**src/rtl/mem_bus_arbiter_pkg.sv**
```systemverilog
// openmips_pkg: arbiter state encoding and parameter defaults shared by the arbiter files
package openmips_pkg;
    typedef enum logic [1:0] {IDLE, IF_XFER, DM_XFER, DONE} arb_state_e;
    localparam int FAIR_LIMIT_DEF = 4;
    localparam int TIMEOUT_DEF = 255;
endpackage

```
**src/rtl/mem_bus_arbiter_if.sv**
```systemverilog
// mem_bus_arbiter_if: fetch port, data port and shared memory bus; bus_err exists only with ARB_TIMEOUT_EN
interface mem_bus_arbiter_if;
    logic        if_req;
    logic [31:0] if_addr;
    logic [31:0] if_rdata;
    logic        if_ack;
    logic        dm_req;
    logic        dm_we;
    logic [31:0] dm_addr;
    logic [31:0] dm_wdata;
    logic [3:0]  dm_sel;
    logic [31:0] dm_rdata;
    logic        dm_ack;
    logic        bus_stb;
    logic        bus_we;
    logic [31:0] bus_addr;
    logic [31:0] bus_wdata;
    logic [3:0]  bus_sel;
    logic [31:0] bus_rdata;
    logic        bus_ack;
    logic        stall_if;
    logic        stall_mem;
`ifdef ARB_TIMEOUT_EN
    logic        bus_err;
`endif
    modport master (
        input  if_req, if_addr, dm_req, dm_we, dm_addr, dm_wdata, dm_sel, bus_rdata, bus_ack,
        output if_rdata, if_ack, dm_rdata, dm_ack, bus_stb, bus_we, bus_addr, bus_wdata, bus_sel,
               stall_if, stall_mem
`ifdef ARB_TIMEOUT_EN
        , bus_err
`endif
    );
    modport slave (
        output if_req, if_addr, dm_req, dm_we, dm_addr, dm_wdata, dm_sel, bus_rdata, bus_ack,
        input  if_rdata, if_ack, dm_rdata, dm_ack, bus_stb, bus_we, bus_addr, bus_wdata, bus_sel,
               stall_if, stall_mem
`ifdef ARB_TIMEOUT_EN
        , bus_err
`endif
    );
endinterface

```
**src/rtl/mem_bus_arbiter_watchdog.sv**
```systemverilog
// arb_watchdog: flags a transfer that has been outstanding for TIMEOUT cycles
module arb_watchdog
    import openmips_pkg::*;
#(
    parameter int TIMEOUT = TIMEOUT_DEF
) (
    input  logic clk,
    input  logic reset,
    input  logic run,
    output logic expire
);
    localparam int W = $clog2(TIMEOUT + 1);
    logic [W-1:0] cnt;
    // count cycles of the current transfer; cleared whenever no transfer is outstanding
    always_ff @(posedge clk or posedge reset) begin
        if (reset) cnt <= '0;
        else cnt <= run ? cnt + 1'b1 : '0;
    end
    assign expire = run && cnt == W'(TIMEOUT - 1);
endmodule

```
**src/rtl/mem_bus_arbiter.sv**
```systemverilog
// mem_bus_arbiter: arbitrates fetch and data requests onto one memory bus with fetch starvation guard;
// defining ARB_TIMEOUT_EN adds a bus watchdog and the bus_err flag
module mem_bus_arbiter
    import openmips_pkg::*;
#(
    parameter int FAIR_LIMIT = FAIR_LIMIT_DEF,
    parameter int TIMEOUT = TIMEOUT_DEF
) (
    input logic clk,
    input logic reset,
    mem_bus_arbiter_if.master arb
);
    localparam int FW = $clog2(FAIR_LIMIT + 1);
    if (FAIR_LIMIT < 1 || TIMEOUT < 1) begin : g_bad_cfg
        $error("mem_bus_arbiter: FAIR_LIMIT and TIMEOUT must be positive");
    end
    arb_state_e state;
    logic [FW-1:0] fair_cnt;
    logic fin;
    logic dm_win;
    logic [31:0] rd;
`ifdef ARB_TIMEOUT_EN
    logic expire;
    arb_watchdog #(.TIMEOUT(TIMEOUT)) u_wd (
        .clk(clk),
        .reset(reset),
        .run(state == IF_XFER || state == DM_XFER),
        .expire(expire)
    );
    assign fin = arb.bus_ack | expire;
`else
    assign fin = arb.bus_ack;
`endif
    // a timed-out transfer returns zero data
    assign rd = arb.bus_ack ? arb.bus_rdata : '0;
    // data wins unless fetch has already waited through FAIR_LIMIT data grants
    assign dm_win = arb.dm_req && !(arb.if_req && fair_cnt == FW'(FAIR_LIMIT));
    assign arb.stall_if = arb.if_req & ~arb.if_ack;
    assign arb.stall_mem = arb.dm_req & ~arb.dm_ack;
    // grant, hold the latched bus fields until completion, pulse the ack, then one DONE cycle
    always_ff @(posedge clk or posedge reset) begin
        if (reset) begin
            state <= IDLE;
            fair_cnt <= '0;
            arb.bus_stb <= 1'b0;
            arb.bus_we <= 1'b0;
            arb.bus_addr <= '0;
            arb.bus_wdata <= '0;
            arb.bus_sel <= '0;
            arb.if_rdata <= '0;
            arb.if_ack <= 1'b0;
            arb.dm_rdata <= '0;
            arb.dm_ack <= 1'b0;
`ifdef ARB_TIMEOUT_EN
            arb.bus_err <= 1'b0;
`endif
        end else begin
            arb.if_ack <= 1'b0;
            arb.dm_ack <= 1'b0;
`ifdef ARB_TIMEOUT_EN
            arb.bus_err <= 1'b0;
`endif
            if (!arb.if_req) fair_cnt <= '0;
            case (state)
                IDLE: begin
                    if (dm_win) begin
                        state <= DM_XFER;
                        arb.bus_stb <= 1'b1;
                        arb.bus_we <= arb.dm_we;
                        arb.bus_addr <= arb.dm_addr;
                        arb.bus_wdata <= arb.dm_wdata;
                        arb.bus_sel <= arb.dm_sel;
                        if (arb.if_req) fair_cnt <= fair_cnt + 1'b1;
                    end else if (arb.if_req) begin
                        state <= IF_XFER;
                        arb.bus_stb <= 1'b1;
                        arb.bus_we <= 1'b0;
                        arb.bus_addr <= arb.if_addr;
                        arb.bus_wdata <= '0;
                        arb.bus_sel <= 4'hF;
                        fair_cnt <= '0;
                    end
                end
                IF_XFER, DM_XFER: begin
                    if (fin) begin
                        state <= DONE;
                        arb.bus_stb <= 1'b0;
`ifdef ARB_TIMEOUT_EN
                        arb.bus_err <= ~arb.bus_ack;
`endif
                        if (state == IF_XFER && arb.if_req) begin
                            arb.if_ack <= 1'b1;
                            arb.if_rdata <= rd;
                        end
                        if (state == DM_XFER && arb.dm_req) begin
                            arb.dm_ack <= 1'b1;
                            arb.dm_rdata <= rd;
                        end
                    end
                end
                default: state <= IDLE;
            endcase
        end
    end
endmodule

```
**src/flat_wrapper.sv**
```systemverilog
// flat-port wrapper written by rule: the top's interface ports become plain ports
module mem_bus_arbiter_flat import openmips_pkg::*;
#(
    parameter int FAIR_LIMIT = FAIR_LIMIT_DEF,
    parameter int TIMEOUT = TIMEOUT_DEF
)
  (clk, reset, arb_if_req, arb_if_addr, arb_dm_req, arb_dm_we, arb_dm_addr, arb_dm_wdata, arb_dm_sel, arb_bus_rdata, arb_bus_ack, arb_if_rdata, arb_if_ack, arb_dm_rdata, arb_dm_ack, arb_bus_stb, arb_bus_we, arb_bus_addr, arb_bus_wdata, arb_bus_sel, arb_stall_if, arb_stall_mem);
  mem_bus_arbiter_if arb_i ();
  input logic clk;
  input logic reset;
  input wire logic [$bits(arb_i.if_req)-1:0] arb_if_req;
  input wire logic [$bits(arb_i.if_addr)-1:0] arb_if_addr;
  input wire logic [$bits(arb_i.dm_req)-1:0] arb_dm_req;
  input wire logic [$bits(arb_i.dm_we)-1:0] arb_dm_we;
  input wire logic [$bits(arb_i.dm_addr)-1:0] arb_dm_addr;
  input wire logic [$bits(arb_i.dm_wdata)-1:0] arb_dm_wdata;
  input wire logic [$bits(arb_i.dm_sel)-1:0] arb_dm_sel;
  input wire logic [$bits(arb_i.bus_rdata)-1:0] arb_bus_rdata;
  input wire logic [$bits(arb_i.bus_ack)-1:0] arb_bus_ack;
  output wire logic [$bits(arb_i.if_rdata)-1:0] arb_if_rdata;
  output wire logic [$bits(arb_i.if_ack)-1:0] arb_if_ack;
  output wire logic [$bits(arb_i.dm_rdata)-1:0] arb_dm_rdata;
  output wire logic [$bits(arb_i.dm_ack)-1:0] arb_dm_ack;
  output wire logic [$bits(arb_i.bus_stb)-1:0] arb_bus_stb;
  output wire logic [$bits(arb_i.bus_we)-1:0] arb_bus_we;
  output wire logic [$bits(arb_i.bus_addr)-1:0] arb_bus_addr;
  output wire logic [$bits(arb_i.bus_wdata)-1:0] arb_bus_wdata;
  output wire logic [$bits(arb_i.bus_sel)-1:0] arb_bus_sel;
  output wire logic [$bits(arb_i.stall_if)-1:0] arb_stall_if;
  output wire logic [$bits(arb_i.stall_mem)-1:0] arb_stall_mem;
  assign arb_i.if_req = arb_if_req;
  assign arb_i.if_addr = arb_if_addr;
  assign arb_i.dm_req = arb_dm_req;
  assign arb_i.dm_we = arb_dm_we;
  assign arb_i.dm_addr = arb_dm_addr;
  assign arb_i.dm_wdata = arb_dm_wdata;
  assign arb_i.dm_sel = arb_dm_sel;
  assign arb_i.bus_rdata = arb_bus_rdata;
  assign arb_i.bus_ack = arb_bus_ack;
  assign arb_if_rdata = arb_i.if_rdata;
  assign arb_if_ack = arb_i.if_ack;
  assign arb_dm_rdata = arb_i.dm_rdata;
  assign arb_dm_ack = arb_i.dm_ack;
  assign arb_bus_stb = arb_i.bus_stb;
  assign arb_bus_we = arb_i.bus_we;
  assign arb_bus_addr = arb_i.bus_addr;
  assign arb_bus_wdata = arb_i.bus_wdata;
  assign arb_bus_sel = arb_i.bus_sel;
  assign arb_stall_if = arb_i.stall_if;
  assign arb_stall_mem = arb_i.stall_mem;
  mem_bus_arbiter #(.FAIR_LIMIT(FAIR_LIMIT), .TIMEOUT(TIMEOUT)) u_core (.clk(clk), .reset(reset), .arb(arb_i));
endmodule
```
**config.mk**
```make
export PLATFORM = sky130hd
export DESIGN_NAME = mem_bus_arbiter_flat
export DESIGN_NICKNAME = d
export VERILOG_FILES = /design/src/rtl/mem_bus_arbiter_pkg.sv /design/src/rtl/mem_bus_arbiter_if.sv /design/src/rtl/mem_bus_arbiter_watchdog.sv /design/src/rtl/mem_bus_arbiter.sv /design/src/flat_wrapper.sv
export SDC_FILE = /design/constraint.sdc
export NUM_CORES = 1
export LEC_CHECK = 0
export CORE_ASPECT_RATIO = 0.5
export CORE_MARGIN = 4
export CORE_UTILIZATION = 45
export CTS_CLUSTER_DIAMETER = 200
export DETAILED_ROUTE_END_ITERATION = 8
export MAX_ROUTING_LAYER = met4
export PLACE_DENSITY = 0.86
export SYNTH_ARGS = -nofsm -noshare
export SYNTH_HDL_FRONTEND = slang
export SYNTH_SLANG_ARGS = --single-unit
```
**constraint.sdc**
```tcl
create_clock -name clk -period 9.2 [get_ports clk]
set_input_delay 1.84 -clock clk [delete_from_list [all_inputs] [get_ports clk]]
set_output_delay 1.84 -clock clk [all_outputs]
set_load 0.01 [all_outputs]
```
Yosys cells after proc, flatten, opt, wreduce, memory -nomap -nowiden
Cells that the tools add are included.
W data, S select, Z words.
{"block": "op_classes", "reduce_logical": 14, "addsub": 1, "muxes": 27, "n_eq_ne": 5, "bitwise_logic": 4}
{"operator": "$mux W32", "n": 4}
{"operator": "$mux W3", "n": 5}
{"operator": "$mux W1", "n": 11}
{"operator": "$reduce_and A3 Y1", "n": 3}
{"operator": "$mux W4", "n": 2}
{"operator": "$mux W2", "n": 3}
{"operator": "$logic_and A1 B1 Y1", "n": 4}
{"operator": "$pmux W2 S2", "n": 1}
{"operator": "$reduce_and A2 Y1", "n": 2}
{"operator": "$reduce_bool A2 Y1", "n": 2}
{"operator": "$add A3 B1 Y3 const B", "n": 1}
{"operator": "$eq A3 B3 Y1 const B", "n": 1}
{"operator": "$ne A3 B2 Y1 const B", "n": 1}
{"operator": "$and A1 B1 Y1", "n": 2}
{"operator": "$eq A2 B1 Y1 const B", "n": 1}
{"operator": "$eq A2 B2 Y1 const B", "n": 1}
{"operator": "$logic_not A2 Y1", "n": 1}
{"operator": "$ne A2 B2 Y1 const B", "n": 1}
{"operator": "$not A1 Y1", "n": 2}
{"operator": "$pmux W1 S2", "n": 1}
{"operator": "$reduce_or A2 Y1", "n": 1}
{"operator": "$logic_not A1 Y1", "n": 1}
{"block": "word_totals", "out_inout_bits": 138, "in_bits": 138, "wordCells": 62, "register_bits": 141}

Logic depth before layout (Yosys ltp)
Gate-level depths: netlist of run 1.
{"block": "logic_depth", "ltp_word": 6, "ltp_mapped": 7}

Worst setup path after synthesis of run 1
No wires, ideal clock.
{"block": "synth_timing", "path_type": "input port to output port", "from": "input port arb_dm_req", "to": "output port arb_stall_mem", "required_time_ps": 7360, "arrival_time_ps": 2431, "setup_slack_ps": 4929, "path_stages": 4, "cell_sequence": "buf_6 -> inv_1 -> clkbuf_1 -> nor2_1"}
{"block": "synth_between", "elab_chain_len": 1}
{"item": "start, declared", "line_no": "flat_wrapper.sv:13", "text": "input wire logic [$bits(arb_i.dm_req)-1:0] arb_dm_req;"}
{"item": "$and A1 B1 Y1", "line_no": "mem_bus_arbiter.sv:39", "text": "assign arb.stall_mem = arb.dm_req & ~arb.dm_ack;"}
{"item": "end, declared", "line_no": "flat_wrapper.sv:30", "text": "output wire logic [$bits(arb_i.stall_mem)-1:0] arb_stall_mem;"}
Every way passes these cells.

Worst setup path in the final report of run 1
Same ends and word-level chain as after synthesis.

==> impl_metrics.yaml, run 1 <==
run_status:
  outcome: "completed"
min_path:
  hold_path_class: "flop to flop"
timing:
  clock_skew_ps: 9.52
  rsz0062_at_grt: "false"
  hold_viol: 0
  final.setup.tns_ps: 0
  fin_crit_ps: 5920
  fin_crit_sh: 0.644
  slew_headroom: 0.161
  final-setup-viol-count: 0
  tightest_slew_ps: 1260
  report.final.slew_viol_count: 0
  fmaxAchievable_ghz: 0.169
synthesis:
  ys.flop_type: "dfrtp_1"
  netlist.area_leader.share: 0.583
  ys_seq_elements: 141
  synthArstFlopShare: 1.00
  synth_edf_count: 0
  synth_area_um2: 6050
  post_synth.cell_area_avg_um2: 13.0
  yosys.area.top_type: "dfrtp_1"
  synth_cell_types: 37
  syn_inst: 465
  synth-warning-count: 0
  synthTopCellsByArea: "dfrtp_1 (58%), mux2_4 (14%), a22o_1 (4.9%)"
  ys_seq_area_frac: 0.583
  synth_fp_nets: 609
power_and_ir_drop:
  ir_drop_mv: 0.164
  p_total_mw: 3.10
  leakage_nw: 4.16
  powerDensity_nw_per_um2: 331
floorplanning:
  dieArea_um2: 15500
  num_rows: 29
  initial_core_util: 0.468
  design.core.area_um2: 12900
  ios: 276
  chipHeight_um: 90.0
  die-width_um: 172
grt:
  met3_usage: 0.0329
  gr-max-usage-layer: "met2"
  grt.met2_usage: 0.413
  grtUsageMet1: 0.269
  antenna_found_initial: 0
  grt_first_pass_wirelength_mm: 27.7
  grt_pass1_vias: 5019
  grt_use_total: 0.233
  grt_overflow: 0
  grt_max_degree: 79
cts:
  cts_resized: 0
  root_buffer: "clkbuf_16"
  clockBufferDepth: 2
  cts_tree: "built"
  clock_latency_ps: 410
  hold_buffers: 0
  tritoncts_num_sinks: 141
  post_cts_buffers: 0
  cts.htree.levels: 4
  cts_buffers: 17
  clkTransAtPathRegs_ps: 50
place:
  dp_cells: 878
  place_congestion: 0.792
  portBuffers: 275
  hpwl_mm: 12.4
cells_and_area:
  seqCellArea_um2: 3530
  multi_input_area_um2: 2260
  drive_gt1_frac: 0.143
  syn_to_final_growth_pct: 54.9
  nFillCells: 902
  final_nets: 871
  fin_cells: 910
  insertedDiodeCount: 0
setup_path:
  startpoint_type: "input port"
  cp.arrival_ps: 4080
  slowest_delay_ps: 580
  crit_required_ps: 7360
  cp_max_fo: 42
  crit_type: "input port to output pin"
  cpMaxStageDelayCell: "clkdlybuf4s50_1"
  end_kind: "output pin"
  cp_cell_sequence: "clkdlybuf4s50_1 -> buf_4 -> inv_1 -> nor2_1 -> clkdlybuf4s50_1"
  crit_top_cell: "clkdlybuf4s50_1"
routing:
  drtPass1Iterations: 4
  vias: 4838
  avgRoutedWirePerCell_um: 19.7
  ant_nets: 0
  via_per_inst: 5.32
  routed_wirelength_mm: 17.9
  first_iter_violations: 295
  drc_errors: 0
flow_run:
  drv_cap: 0
==> layout make-up <==
| cell class | instances | share of cell area |
|---|---|---|
| multi-input combinational | 279 | 0.242 |
| clock inverter | 11 | 0.00722 |
| sequential | 141 | 0.377 |
| clock buffer | 21 | 0.0502 |
| tap | 170 | 0.0227 |
| inverter | 9 | 0.00414 |
| timing repair buffer | 279 | 0.297 |
==> through the flow <==
step                area (um2)  utilization  hold WS (ps)  setup slack [ps]
finish                    9360        0.725           507              3280
global placement          8830        0.683           487              3280
CTS                       9360        0.725           509              3300
global route              9360        0.725           519              3170
floorplan                 6050            -           533              3580
detailed placement        8830        0.683           492              3300
==> cells in the mapped netlist (4+ instances only) <==
cell and number:
buf_6 8, buf_2 15, inv_1 9, nor2_1 45, mux2_4 58, a31oi_1 32
o21ai_1 4, ha_1 6, mux2_2 6, o21ai_0 30, clkbuf_1 9, nand3_1 33
dfrtp_1 141, a21oi_1 4, a22o_1 34
==> per-layer routing <==
layer / wire [um] / share of wire
met1: 7000 / 0.39
met2: 9730 / 0.54
met3: 670 / 0.037
met4: 516 / 0.029
met5: 0 / 0
==> cells by family after synthesis <==
family	after synthesis	share of synthesized area
simple gates	96	0.0809
compound gates	113	0.126
fa+ha+maj	6	0.0124
buf+inv	45	0.0424
flops	141	0.583
mux	64	0.155
==> report_power, final <==
group | internal, mW | switching [mW]
Combinational | 0.843 | 0.556
Clock | 0.364 | 0.260
Sequential | 0.906 | 0.171
Total | 2.11 | 0.987
==> worst max-delay path: cells and delay by family <==
family,cells,cell delay [ps]
and+or+nand+nor,1,240
buffers and inverters,4,1970
==> registers in the layout (all words and copies together), names as in the netlist <==
name	flops
u_core.arb.bus_sel	4
u_core.fair_cnt	3
u_core.arb.dm_rdata	32
u_core.arb.bus_addr	32
u_core.arb.bus_we	1
u_core.arb.dm_ack	1
u_core.arb.if_rdata	32
u_core.arb.bus_wdata	32
u_core.arb.if_ack	1
u_core.arb.bus_stb	1
u_core.state	2
==> path summary, 6_finish.rpt <==
check	start	cells past startpoint	slack, ps	to
worst max-delay path	arb_dm_req	5	3280	arb_stall_mem
worst min-delay path	u_core.arb.dm_rdata[5]$_DFFE_PP0P_	1	510	u_core.arb.dm_rdata[5]$_DFFE_PP0P_
worst max register to register	u_core.fair_cnt[0]$_DFF_PP0_	5	6650	u_core.arb.bus_wdata[17]$_DFFE_PP0P_
worst min register to register	u_core.arb.dm_rdata[5]$_DFFE_PP0P_	1	510	u_core.arb.dm_rdata[5]$_DFFE_PP0P_
max in group asynchronous	reset	3	5870	u_core.arb.bus_addr[21]$_DFFE_PP0P_
min in group asynchronous	reset	2	1880	u_core.arb.if_rdata[6]$_DFFE_PP0P_
==> layout by cell type, fill, tap and decap left out, drive strengths merged, types with 2 or more instances in the layout <==
cell type | synthesis | routed
a21boi | 2 | 2
a21oi | 4 | 4
a22o | 34 | 34
a31oi | 32 | 32
buf | 26 | 4
clkbuf | 10 | 21
clkdlybuf4s50 | 0 | 275
clkinv | 0 | 8
clkinvlp | 0 | 2
dfrtp | 141 | 141
ha | 6 | 6
inv | 9 | 10
mux2 | 64 | 64
nand2 | 2 | 2
nand2b | 2 | 2
nand3 | 33 | 33
nand4 | 4 | 4
nor2 | 46 | 46
nor2b | 2 | 2
nor3b | 2 | 2
o21a | 3 | 3
o21ai | 35 | 35
No activity file was read; power rests on OpenSTA's default activity.
==> inputs of run 2 (changes only) <==
--- a/config.mk
+++ b/config.mk
@@ -7,11 +7,11 @@
 export LEC_CHECK = 0
 export CORE_ASPECT_RATIO = 0.5
 export CORE_MARGIN = 4
-export CORE_UTILIZATION = 45
+export CORE_UTILIZATION = 38
 export CTS_CLUSTER_DIAMETER = 200
 export DETAILED_ROUTE_END_ITERATION = 8
 export MAX_ROUTING_LAYER = met4
-export PLACE_DENSITY = 0.86
+export PLACE_DENSITY = 0.77
 export SYNTH_ARGS = -nofsm -noshare
 export SYNTH_HDL_FRONTEND = slang
 export SYNTH_SLANG_ARGS = --single-unit
==> constraint.sdc (replaced) <==
create_clock -name clk -period 4.8 [get_ports clk]
set_input_delay 0.96 -clock clk [delete_from_list [all_inputs] [get_ports clk]]
set_output_delay 0.96 -clock clk [all_outputs]
set_load 0.01 [all_outputs]
==> impl_metrics.yaml, run 2 (same netlist as run 1, synthesis figures left out) <==
grt:
  grt_pass1_vias: 5110
  grt_overflow: 0
  antenna_found_initial: 0
  grt_use_total: 0.201
  grt_max_degree: 109
  grt_first_pass_wirelength_mm: 28.6
routing:
  routed_wirelength_mm: 17.8
  vias: 4735
  drtPass1Iterations: 4
  ant_nets: 0
  avgRoutedWirePerCell_um: 18.8
  via_per_inst: 5.00
  drc_errors: 0
  first_iter_violations: 329
timing:
  slew_headroom: 0.207
  tightest_slew_ps: 1190
  rsz0062_at_grt: "false"
  hold_viol: 0
  final.setup.tns_ps: 0
  final-setup-viol-count: 0
  clock_skew_ps: 11.6
  fin_crit_sh: 0.716
  holdWs_ps: 506
  fmaxAchievable_ghz: 0.291
  report.final.slew_viol_count: 0
  fin_crit_ps: 3440
  fin_ws_ps: 1360
cells_and_area:
  final_common_cell: "clkdlybuf4s50_1"
  utilization: 0.613
  final_nets: 874
  drive_gt1_frac: 0.144
  fin_area_um2: 9490
  syn_to_final_growth_pct: 57.0
  insertedDiodeCount: 0
  final_cell_mix: "clkdlybuf4s50_1 (275), dfrtp_1 (141), mux2_4 (58)"
setup_path:
  slowest_delay_ps: 770
  cp.arrival_ps: 2480
  crit_required_ps: 3840
  rrSetupSlack_ps: 2450
  reg2reg_to: "u_core.arb.dm_rdata[23]$_DFFE_PP0P_"
  crit_type: "input port to output pin"
  r2r_start: "u_core.state[1]$_DFFE_PP0P_"
  startpoint_type: "input port"
  cpMaxStageDelayCell: "clkdlybuf4s50_1"
  cp_max_fo: 11
  cp_cell_sequence: "clkdlybuf4s50_1 -> nor2b_1 -> clkdlybuf4s50_1"
  crit_top_cell: "clkdlybuf4s50_1"
  rr_worst_depth: 4
  end_kind: "output pin"
cts:
  tritoncts_num_sinks: 141
  cts_buffers: 17
  clkTransAtPathRegs_ps: 60
  cts_resized: 0
  cts_tree: "built"
  hold_buffers: 0
  clock_latency_ps: 400
  cts.htree.levels: 4
  root_buffer: "clkbuf_16"
  post_cts_buffers: 0
  clockBufferDepth: 2
run_status:
  outcome: "completed"
floorplanning:
  initial_core_util: 0.390
  ios: 276
  design.core.area_um2: 15500
  num_rows: 32
  chipHeight_um: 97.2
  dieArea_um2: 18100
  die-width_um: 186
min_path:
  min_path_cells: 1
  hold_path_class: "flop to flop"
  whs_endpoint: "u_core.arb.bus_wdata[0]$_DFFE_PP0P_"
  min_from: "u_core.arb.bus_wdata[0]$_DFFE_PP0P_"
power_and_ir_drop:
  ir_drop_mv: 0.349
  powerDensity_nw_per_um2: 641
  leakage_nw: 4.19
place:
  place_congestion: 0.803
  placed_cell_area_um2: 8890
  portBuffers: 275
  hpwl_mm: 12.6
  pre_cts_ws_ps: 1370
flow_run:
  drv_cap: 0
## run 2: cell type report
class	count	area (um2)
Fill cell	1201	6000
Multi-Input combinational cell	279	2260
Tap cell	204	255
Sequential cell	141	3530
Inverter	9	38.8
Clock inverter	10	138
Clock buffer	22	464
Timing Repair Buffer	282	2810
## run 2: stage by stage
stage / instances / power, mW
6_report: 947 / 6.09
5_1_grt: 947 / 6.41
4_1_cts: 947 / 6.14
2_1_floorplan: 465 / 3.32
3_3_place_gp: 915 / 4.69
3_5_place_dp: 915 / 4.76
## run 2: power by group
part / total [mW] / switching (mW) / internal (mW)
logic: 2.68 / 1.06 / 1.62
clock network: 1.36 / 0.510 / 0.847
registers: 2.05 / 0.317 / 1.74
## run 2: worst max path at each step
| stage | to | from | cells past startpoint |
|---|---|---|---|
| 2_1_floorplan | u_core.arb.bus_addr[0]$_DFFE_PP0P_ | reset | 1 |
| 3_3_place_gp | arb_stall_if | arb_if_req | 3 |
| 3_5_place_dp | arb_stall_if | arb_if_req | 3 |
| 4_1_cts | arb_stall_if | arb_if_req | 3 |
| 5_1_grt | arb_stall_if | arb_if_req | 3 |
| 6_report | arb_stall_if | arb_if_req | 3 |
## run 2: metal layers
layer  track usage  wire length, um  vias up
met5             -                0        -
met4        0.0818              523        0
met3        0.0341              624       36
met2         0.350             9460      130
met1         0.235             7200     2350
li1              -                -     2219
## run 2: worst max-delay path: cells and delay by family
family	cells	cell delay (ps)
buffers and inverters	2	1320
and+or+nand+nor	1	200
